### config.mk
export PLATFORM = sky130hd
export DESIGN_NAME = decoder_3to8_hold
export DESIGN_NICKNAME = d
export VERILOG_FILES = /design/src/rtl/decoder_3to8_hold.sv
export SDC_FILE = /design/constraint.sdc
export NUM_CORES = 1
export LEC_CHECK = 0
export ABC_AREA = 1
export BUFFER_PORTS_ARGS = -buffer_cell sky130_fd_sc_hd__buf_4
export CORE_MARGIN = 2
export CORE_UTILIZATION = 45
export DETAILED_ROUTE_END_ITERATION = 8
export PLACE_DENSITY = 0.71
export SLEW_MARGIN = 40
export SYNTH_ARGS = -nofsm -noshare
export SYNTH_HDL_FRONTEND = slang
export SYNTH_SLANG_ARGS = --single-unit
export TNS_END_PERCENT = 10
### constraint.sdc
create_clock -name clk -period 2.2 [get_ports clk]
set_input_delay 0.55 -clock clk [delete_from_list [all_inputs] [get_ports clk]]
set_output_delay 0.55 -clock clk [all_outputs]
set_load 0.03 [all_outputs]
### src/rtl/decoder_3to8_hold.sv
// Registered 3-to-8 one-hot decoder that holds each accepted code for HOLD_CYCLES cycles.
// Optional macro DEC_RETRIGGER_EN makes the hold retriggerable by any accept while holding.
module decoder_3to8_hold #(
    parameter int HOLD_CYCLES = 4
) (
    input  logic       clk,
    input  logic       rst,
    input  logic       en,
    input  logic [2:0] code,
    input  logic       in_valid,
    output logic       in_ready,
    output logic [7:0] o,
    output logic       o_valid,
    output logic       busy
);

    localparam int CNT_W = ($clog2(HOLD_CYCLES + 1) < 1) ? 1 : $clog2(HOLD_CYCLES + 1);
    localparam logic [CNT_W-1:0] CNT_RELOAD = CNT_W'(HOLD_CYCLES - 1);
    localparam logic [CNT_W-1:0] CNT_ZERO   = CNT_W'(0);
    localparam logic [CNT_W-1:0] CNT_ONE    = CNT_W'(1);

    typedef enum logic [0:0] {
        IDLE = 1'b0,
        HOLD = 1'b1
    } state_t;

    state_t           state_r;
    state_t           state_s;
    logic [CNT_W-1:0] cnt_r;
    logic [CNT_W-1:0] cnt_s;
    logic             accept_s;
    logic             load_s;
    logic [7:0]       o_s;
    logic             o_valid_s;
    logic             busy_s;

    // Handshake readiness; a hold in progress blocks new codes until its last cycle.
    always_comb begin
        in_ready = 1'b0;
        case (state_r)
            IDLE: in_ready = en;
`ifdef DEC_RETRIGGER_EN
            HOLD: in_ready = en;
`else
            HOLD: in_ready = en && (cnt_r == CNT_ZERO);
`endif
            default: in_ready = 1'b0;
        endcase
    end

    assign accept_s = in_valid && in_ready;

    // State and output registers.
    always_ff @(posedge clk) begin
        if (rst) begin
            state_r <= IDLE;
            cnt_r   <= CNT_ZERO;
            o       <= 8'h00;
            o_valid <= 1'b0;
            busy    <= 1'b0;
        end else begin
            state_r <= state_s;
            cnt_r   <= cnt_s;
            o       <= o_s;
            o_valid <= o_valid_s;
            busy    <= busy_s;
        end
    end

    // Next-state and hold counter; dropping en discards any partial hold.
    always_comb begin
        state_s = state_r;
        cnt_s   = cnt_r;
        load_s  = 1'b0;
        if (!en) begin
            state_s = IDLE;
            cnt_s   = CNT_ZERO;
        end else begin
            case (state_r)
                IDLE: begin
                    if (accept_s) begin
                        state_s = HOLD;
                        cnt_s   = CNT_RELOAD;
                        load_s  = 1'b1;
                    end else begin
                        state_s = IDLE;
                        cnt_s   = CNT_ZERO;
                    end
                end
                HOLD: begin
                    if (accept_s) begin
                        state_s = HOLD;
                        cnt_s   = CNT_RELOAD;
                        load_s  = 1'b1;
                    end else if (cnt_r != CNT_ZERO) begin
                        state_s = HOLD;
                        cnt_s   = cnt_r - CNT_ONE;
                    end else begin
                        state_s = IDLE;
                        cnt_s   = CNT_ZERO;
                    end
                end
                default: begin
                    state_s = IDLE;
                    cnt_s   = CNT_ZERO;
                end
            endcase
        end
    end

    // Next registered outputs; o is non-zero exactly while the next state is HOLD.
    always_comb begin
        o_s       = 8'h00;
        o_valid_s = 1'b0;
        busy_s    = 1'b0;
        if (state_s == HOLD) begin
            if (load_s) begin
                o_s = 8'h01 << code;
            end else begin
                o_s = o;
            end
            o_valid_s = 1'b1;
            busy_s    = 1'b1;
        end else begin
            o_s       = 8'h00;
            o_valid_s = 1'b0;
            busy_s    = 1'b0;
        end
    end

endmodule

# Yosys cells after proc, flatten, opt, wreduce, memory -nomap -nowiden
# Cells that the tools add are included.
# W data, S select, Z words.
[classes]
n_addsub = 1
shifts = 1
n_mux = 12
reduce_logical = 6
n_bitwise = 3
[ops]
columns = ["cell", "n"]
rows = [
  ["$shl A1 B3 Y8 const A", 1],
  ["$mux W1", 6],
  ["$mux W3", 2],
  ["$pmux W3 S2", 1],
  ["$pmux W1 S2", 2],
  ["$reduce_or A2 Y1", 2],
  ["$logic_not A3 Y1", 1],
  ["$not A1 Y1", 3],
  ["$reduce_bool A3 Y1", 1],
  ["$sub A3 B1 Y3 const B", 1],
  ["$logic_and A1 B1 Y1", 2],
  ["$mux W2", 1],
]
[totals]
output_inout_bits = 11
word_cells = 27
inputBits = 7
regBits = 13

# Logic depth before layout (Yosys ltp)
[depth]
word_depth = 9
mapped_depth = 8
ltp_nobuf = 7

# Worst setup path before layout
# Ideal clock, no wire load.
[synth_path]
path_type = "input to output"
from = "input port en"
to = "output port in_ready"
required_ps = 1650
path_stages = 3
arrival_ps = 1170
slack_ps = 480
n_path_buf = 1
cell_sequence = "buf_6 > inv_2 > a21oi_1"
[synth_between]
elab_chain_cells = 2
[synth_rtl]
columns = ["element", "line", "source"]
rows = [
  ["start: declaration", "8", "input logic en,"],
  ["$logic_and A1 B1 Y1", "45", "HOLD: in_ready = en && (cnt_r == CNT_ZERO);"],
  ["$pmux W1 S2 *", "40", "case (state_r)"],
  ["end: declaration", "11", "output logic in_ready,"],
]
# Mark *: on every way between the ends. The rest lies on a longest branch, timed or not.

# Worst setup path in the final report
[layout_path]
from = "register cnt_r[1]"
to = "output port in_ready"
[layout_between]
elab_chain_cells = 3
[layout_rtl]
columns = ["element", "line", "source"]
rows = [
  ["start: declaration", "29", "logic [CNT_W-1:0] cnt_r;"],
  ["start signal: assignment", "63", "cnt_r <= cnt_s;"],
  ["$logic_not A3 Y1", "45", ""],
  ["$logic_and A1 B1 Y1", "45", ""],
  ["$pmux W1 S2", "40", ""],
]
# No other way between the ends.

==> insert_results.sql <==
INSERT INTO impl_metrics (metric_group, metric, value, unit) VALUES
('status', 'run_status', 'finished, final reports clean', ''),
('final_layout', 'final_common_cell', 'sky130_fd_sc_hd__inv_1', ''),
('detailed_routing', 'drcViolationCount', '0', ''),
('cts', 'htree_levels', '1', ''),
('synth', 'post-synth-top-area-fraction', '37.8', '%'),
('final_layout', 'num_antenna_cells', '0', ''),
('setup_path', 'cp_slowest_cell', 'sky130_fd_sc_hd__dfxtp_1', ''),
('sta', 'slew_viol_final', '0', ''),
('sta', 'achievable-frequency', '577', 'MHz'),
('min_path', 'min_path_type', 'flip-flop to flip-flop', ''),
('synth', 'syn_area', '636', 'sq um'),
('sta', 'final_min_period_over_clock_period', '78.8', '%'),
('pwr', 'pwr_density_cell', '560', 'nW/um^2'),
('final_layout', 'layout.nets', '117', ''),
('setup_path', 'crit_arrival', '1.18', 'ns'),
('floorplan', 'die_w', '41.6', 'um'),
('floorplan', 'initial_utilization', '48.2', '%'),
('setup_path', 'critical-path-max-stage-delay', '0.32', 'ns'),
('sta', 'clock_skew', '0.00562', 'ns'),
('synth', 'synthesis.instances', '92', ''),
('synth', 'synth_largest_area_cell', 'sky130_fd_sc_hd__dfxtp_1', ''),
('floorplan', 'die_area', '1730', 'sq um'),
('floorplan', 'core_area', '1320', 'sq um'),
('synth', 'ys_warn_count', '0', ''),
('final_layout', 'layout-area-overhead-vs-synth', '20.7', '%'),
('cts', 'cts-resized-gates', '0', ''),
('synth', 'post_synth_num_cell_types', '19', ''),
('cts', 'tritoncts', 'done', ''),
('global_routing', 'global_route.usage.total', '14.9', '%'),
('place', 'place_congestion', '0.741', ''),
('setup_path', 'worstPathMaxFanout', '3', ''),
('detailed_routing', 'drt_pre_antenna_iters', '4', ''),
('detailed_routing', 'drt_first_iter_violations', '10', ''),
('setup_path', 'critical_path.n_buffers_inverters', '1', ''),
('cts', 'clkSinkCount', '12', ''),
('setup_path', 'crit_path_cell_trace', 'nor2_2 -> nand2_1 -> a21oi_1 -> buf_4', ''),
('setup_path', 'worstReg2RegStart', 'cnt_r[1]', ''),
('synth', 'post_synth_main_area_contributors', 'sky130_fd_sc_hd__dfxtp_1 38%, sky130_fd_sc_hd__inv_1 12%, sky130_fd_sc_hd__nand2_1 11%, sky130_fd_sc_hd__nand4_1 6.9%, sky130_fd_sc_hd__nor2_1 5.9%', ''),
('setup_path', 'critPathCaptureType', 'output pin', ''),
('global_routing', 'gr-total-overflow', '0', ''),
('place', 'preCtsSetupSlack', '0.643', 'ns'),
('sta', 'final_critical_path_setup_slack', '0.467', 'ns'),
('floorplan', 'io-pin-count', '18', ''),
('detailed_routing', 'antenna_left', '0', ''),
('cts', 'clock_tree.root_cell', 'sky130_fd_sc_hd__clkbuf_4', ''),
('detailed_routing', 'routed-via-count', '600', ''),
('synth', 'syn_area_per_cell', '6.91', 'sq um'),
('sta', 'worst_slew_margin_rel', '83.9', '%'),
('sta', 'final-hold-violation-count', '0', ''),
('detailed_routing', 'drt-vias-per-instance', '4.88', ''),
('setup_path', 'beginning_of_the_critical_path', 'cnt_r[1]', ''),
('global_routing', 'grt_max_degree', '12', ''),
('sta', 'totalNegativeSetupSlack', '0', 'ns'),
('synth', 'yosys_register_bits', '12', ''),
('place', 'hpwl', '878', 'um'),
('setup_path', 'startpoint_type', 'flip-flop', ''),
('sta', 'worst-slew-pin-transition', '0.241', 'ns'),
('global_routing', 'first_global_vias', '501', ''),
('synth', 'synth-seq-area-share', '37.8', '%'),
('cts', 'cts_made_buffers', '3', ''),
('sta', 'rsz0062_at_grt', 'false', ''),
('flow_run', 'cap_violations', '0', ''),
('cts', 'cts.hold.buffers_added', '0', ''),
('pwr', 'power.ir.vdd_worst', '0.296', 'mV'),
('sta', 'layout_min_cycle_time', '1.73', 'ns'),
('cts', 'clk_transition_reported_paths', '0.07', 'ns'),
('setup_path', 'critPathKind', 'flip-flop to output pin', ''),
('final_layout', 'layout_common_cells', '21 x sky130_fd_sc_hd__inv_1, 18 x sky130_fd_sc_hd__nand2_1, 17 x sky130_fd_sc_hd__buf_4', ''),
('cts', 'post-cts-setup-buffer-count', '0', ''),
('floorplan', 'height_of_the_chip', '41.6', 'um'),
('cts', 'clk-insertion-delay-late', '0.27', 'ns');
==> cell usage after synthesis <==
| cell type | n |
|---|---|
| sky130_fd_sc_hd__inv_1 | 21 |
| sky130_fd_sc_hd__nand2_1 | 18 |
| sky130_fd_sc_hd__dfxtp_1 | 12 |
| sky130_fd_sc_hd__nor2_1 | 10 |
| sky130_fd_sc_hd__nand3_1 | 7 |
| sky130_fd_sc_hd__nand4_1 | 7 |
| sky130_fd_sc_hd__a21oi_1 | 3 |
| sky130_fd_sc_hd__buf_4 | 2 |
| sky130_fd_sc_hd__buf_6 | 2 |
| sky130_fd_sc_hd__a21oi_4 | 1 |
| sky130_fd_sc_hd__a31oi_1 | 1 |
| sky130_fd_sc_hd__inv_2 | 1 |
| sky130_fd_sc_hd__nand2_4 | 1 |
| sky130_fd_sc_hd__nand3_2 | 1 |
| sky130_fd_sc_hd__nor2_2 | 1 |
| sky130_fd_sc_hd__nor3_1 | 1 |
| sky130_fd_sc_hd__nor4_1 | 1 |
| sky130_fd_sc_hd__or2_2 | 1 |
| sky130_fd_sc_hd__or2_4 | 1 |
==> area by class of cell <==
class / count / area (sq um)
sequential: 12 / 240
inverter: 22 / 82.6
multi-input combinational: 54 / 275
fill: 131 / 551
tap: 15 / 18.8
timing repair buffer: 17 / 128
clock buffer: 3 / 22.5
==> per-stage QoR <==
stage	area (sq um)	instances	hold WS [ns]	util, %	power, mW
detailed placement	744	120	0.459	56.5	0.302
global route	767	123	0.501	58.2	0.451
floorplan	636	92	0.437	-	0.283
global placement	744	120	0.446	56.5	0.300
finish	767	123	0.467	58.2	0.429
CTS	767	123	0.470	58.2	0.434
==> report_power, final <==
group	total, mW	switching [mW]	internal [mW]
registers	0.225	0.00344	0.221
clock network	0.132	0.0692	0.0633
logic	0.0720	0.0445	0.0274
==> registers in the layout, summed over array words and instances, names as in the netlist <==
| signal | cells |
|---|---|
| cnt_r | 3 |
| busy | 1 |
| o | 8 |
==> worst paths after layout <==
path,endpoint,slack [ns],depth (start not counted)
worst max register to register,o[7],0.92,7
worst min register to register,cnt_r[2],0.47,2
worst max-delay path,in_ready,0.47,4
worst min-delay path,cnt_r[2],0.47,2
==> metal layers <==
| metal | vias to the layer above | global-route usage, % | routed length (um) | share of wire [%] |
|---|---|---|---|---|
| li1 | 315 | - | - | - |
| met1 | 256 | 19.8 | 537 | 45 |
| met2 | 25 | 21.9 | 537 | 45 |
| met3 | 4 | 3.04 | 88 | 7.4 |
| met4 | 0 | 9.68 | 19 | 1.6 |
| met5 | - | 0 | 0 | 0 |
==> cells by family (layout without fill, tap and decap cells) <==
family / after synthesis / in the layout / share of synthesized area, %
and+or+nand+nor: 49 / 49 / 37.4
AOI/OAI and AO/OA: 5 / 5 / 5.91
DFF: 12 / 12 / 37.8
buffers and inverters: 26 / 42 / 18.9
==> worst reg2reg max path, stage by stage, from the launching register on <==
cell                      delay [ns]
sky130_fd_sc_hd__dfxtp_1        0.32
sky130_fd_sc_hd__nor2_2         0.14
sky130_fd_sc_hd__nand2_1        0.13
sky130_fd_sc_hd__nand2_4        0.15
sky130_fd_sc_hd__nand3_2        0.22
sky130_fd_sc_hd__nand2_1        0.12
sky130_fd_sc_hd__inv_1          0.04
sky130_fd_sc_hd__nor2_1         0.09
(Power assumes the default switching activity.)
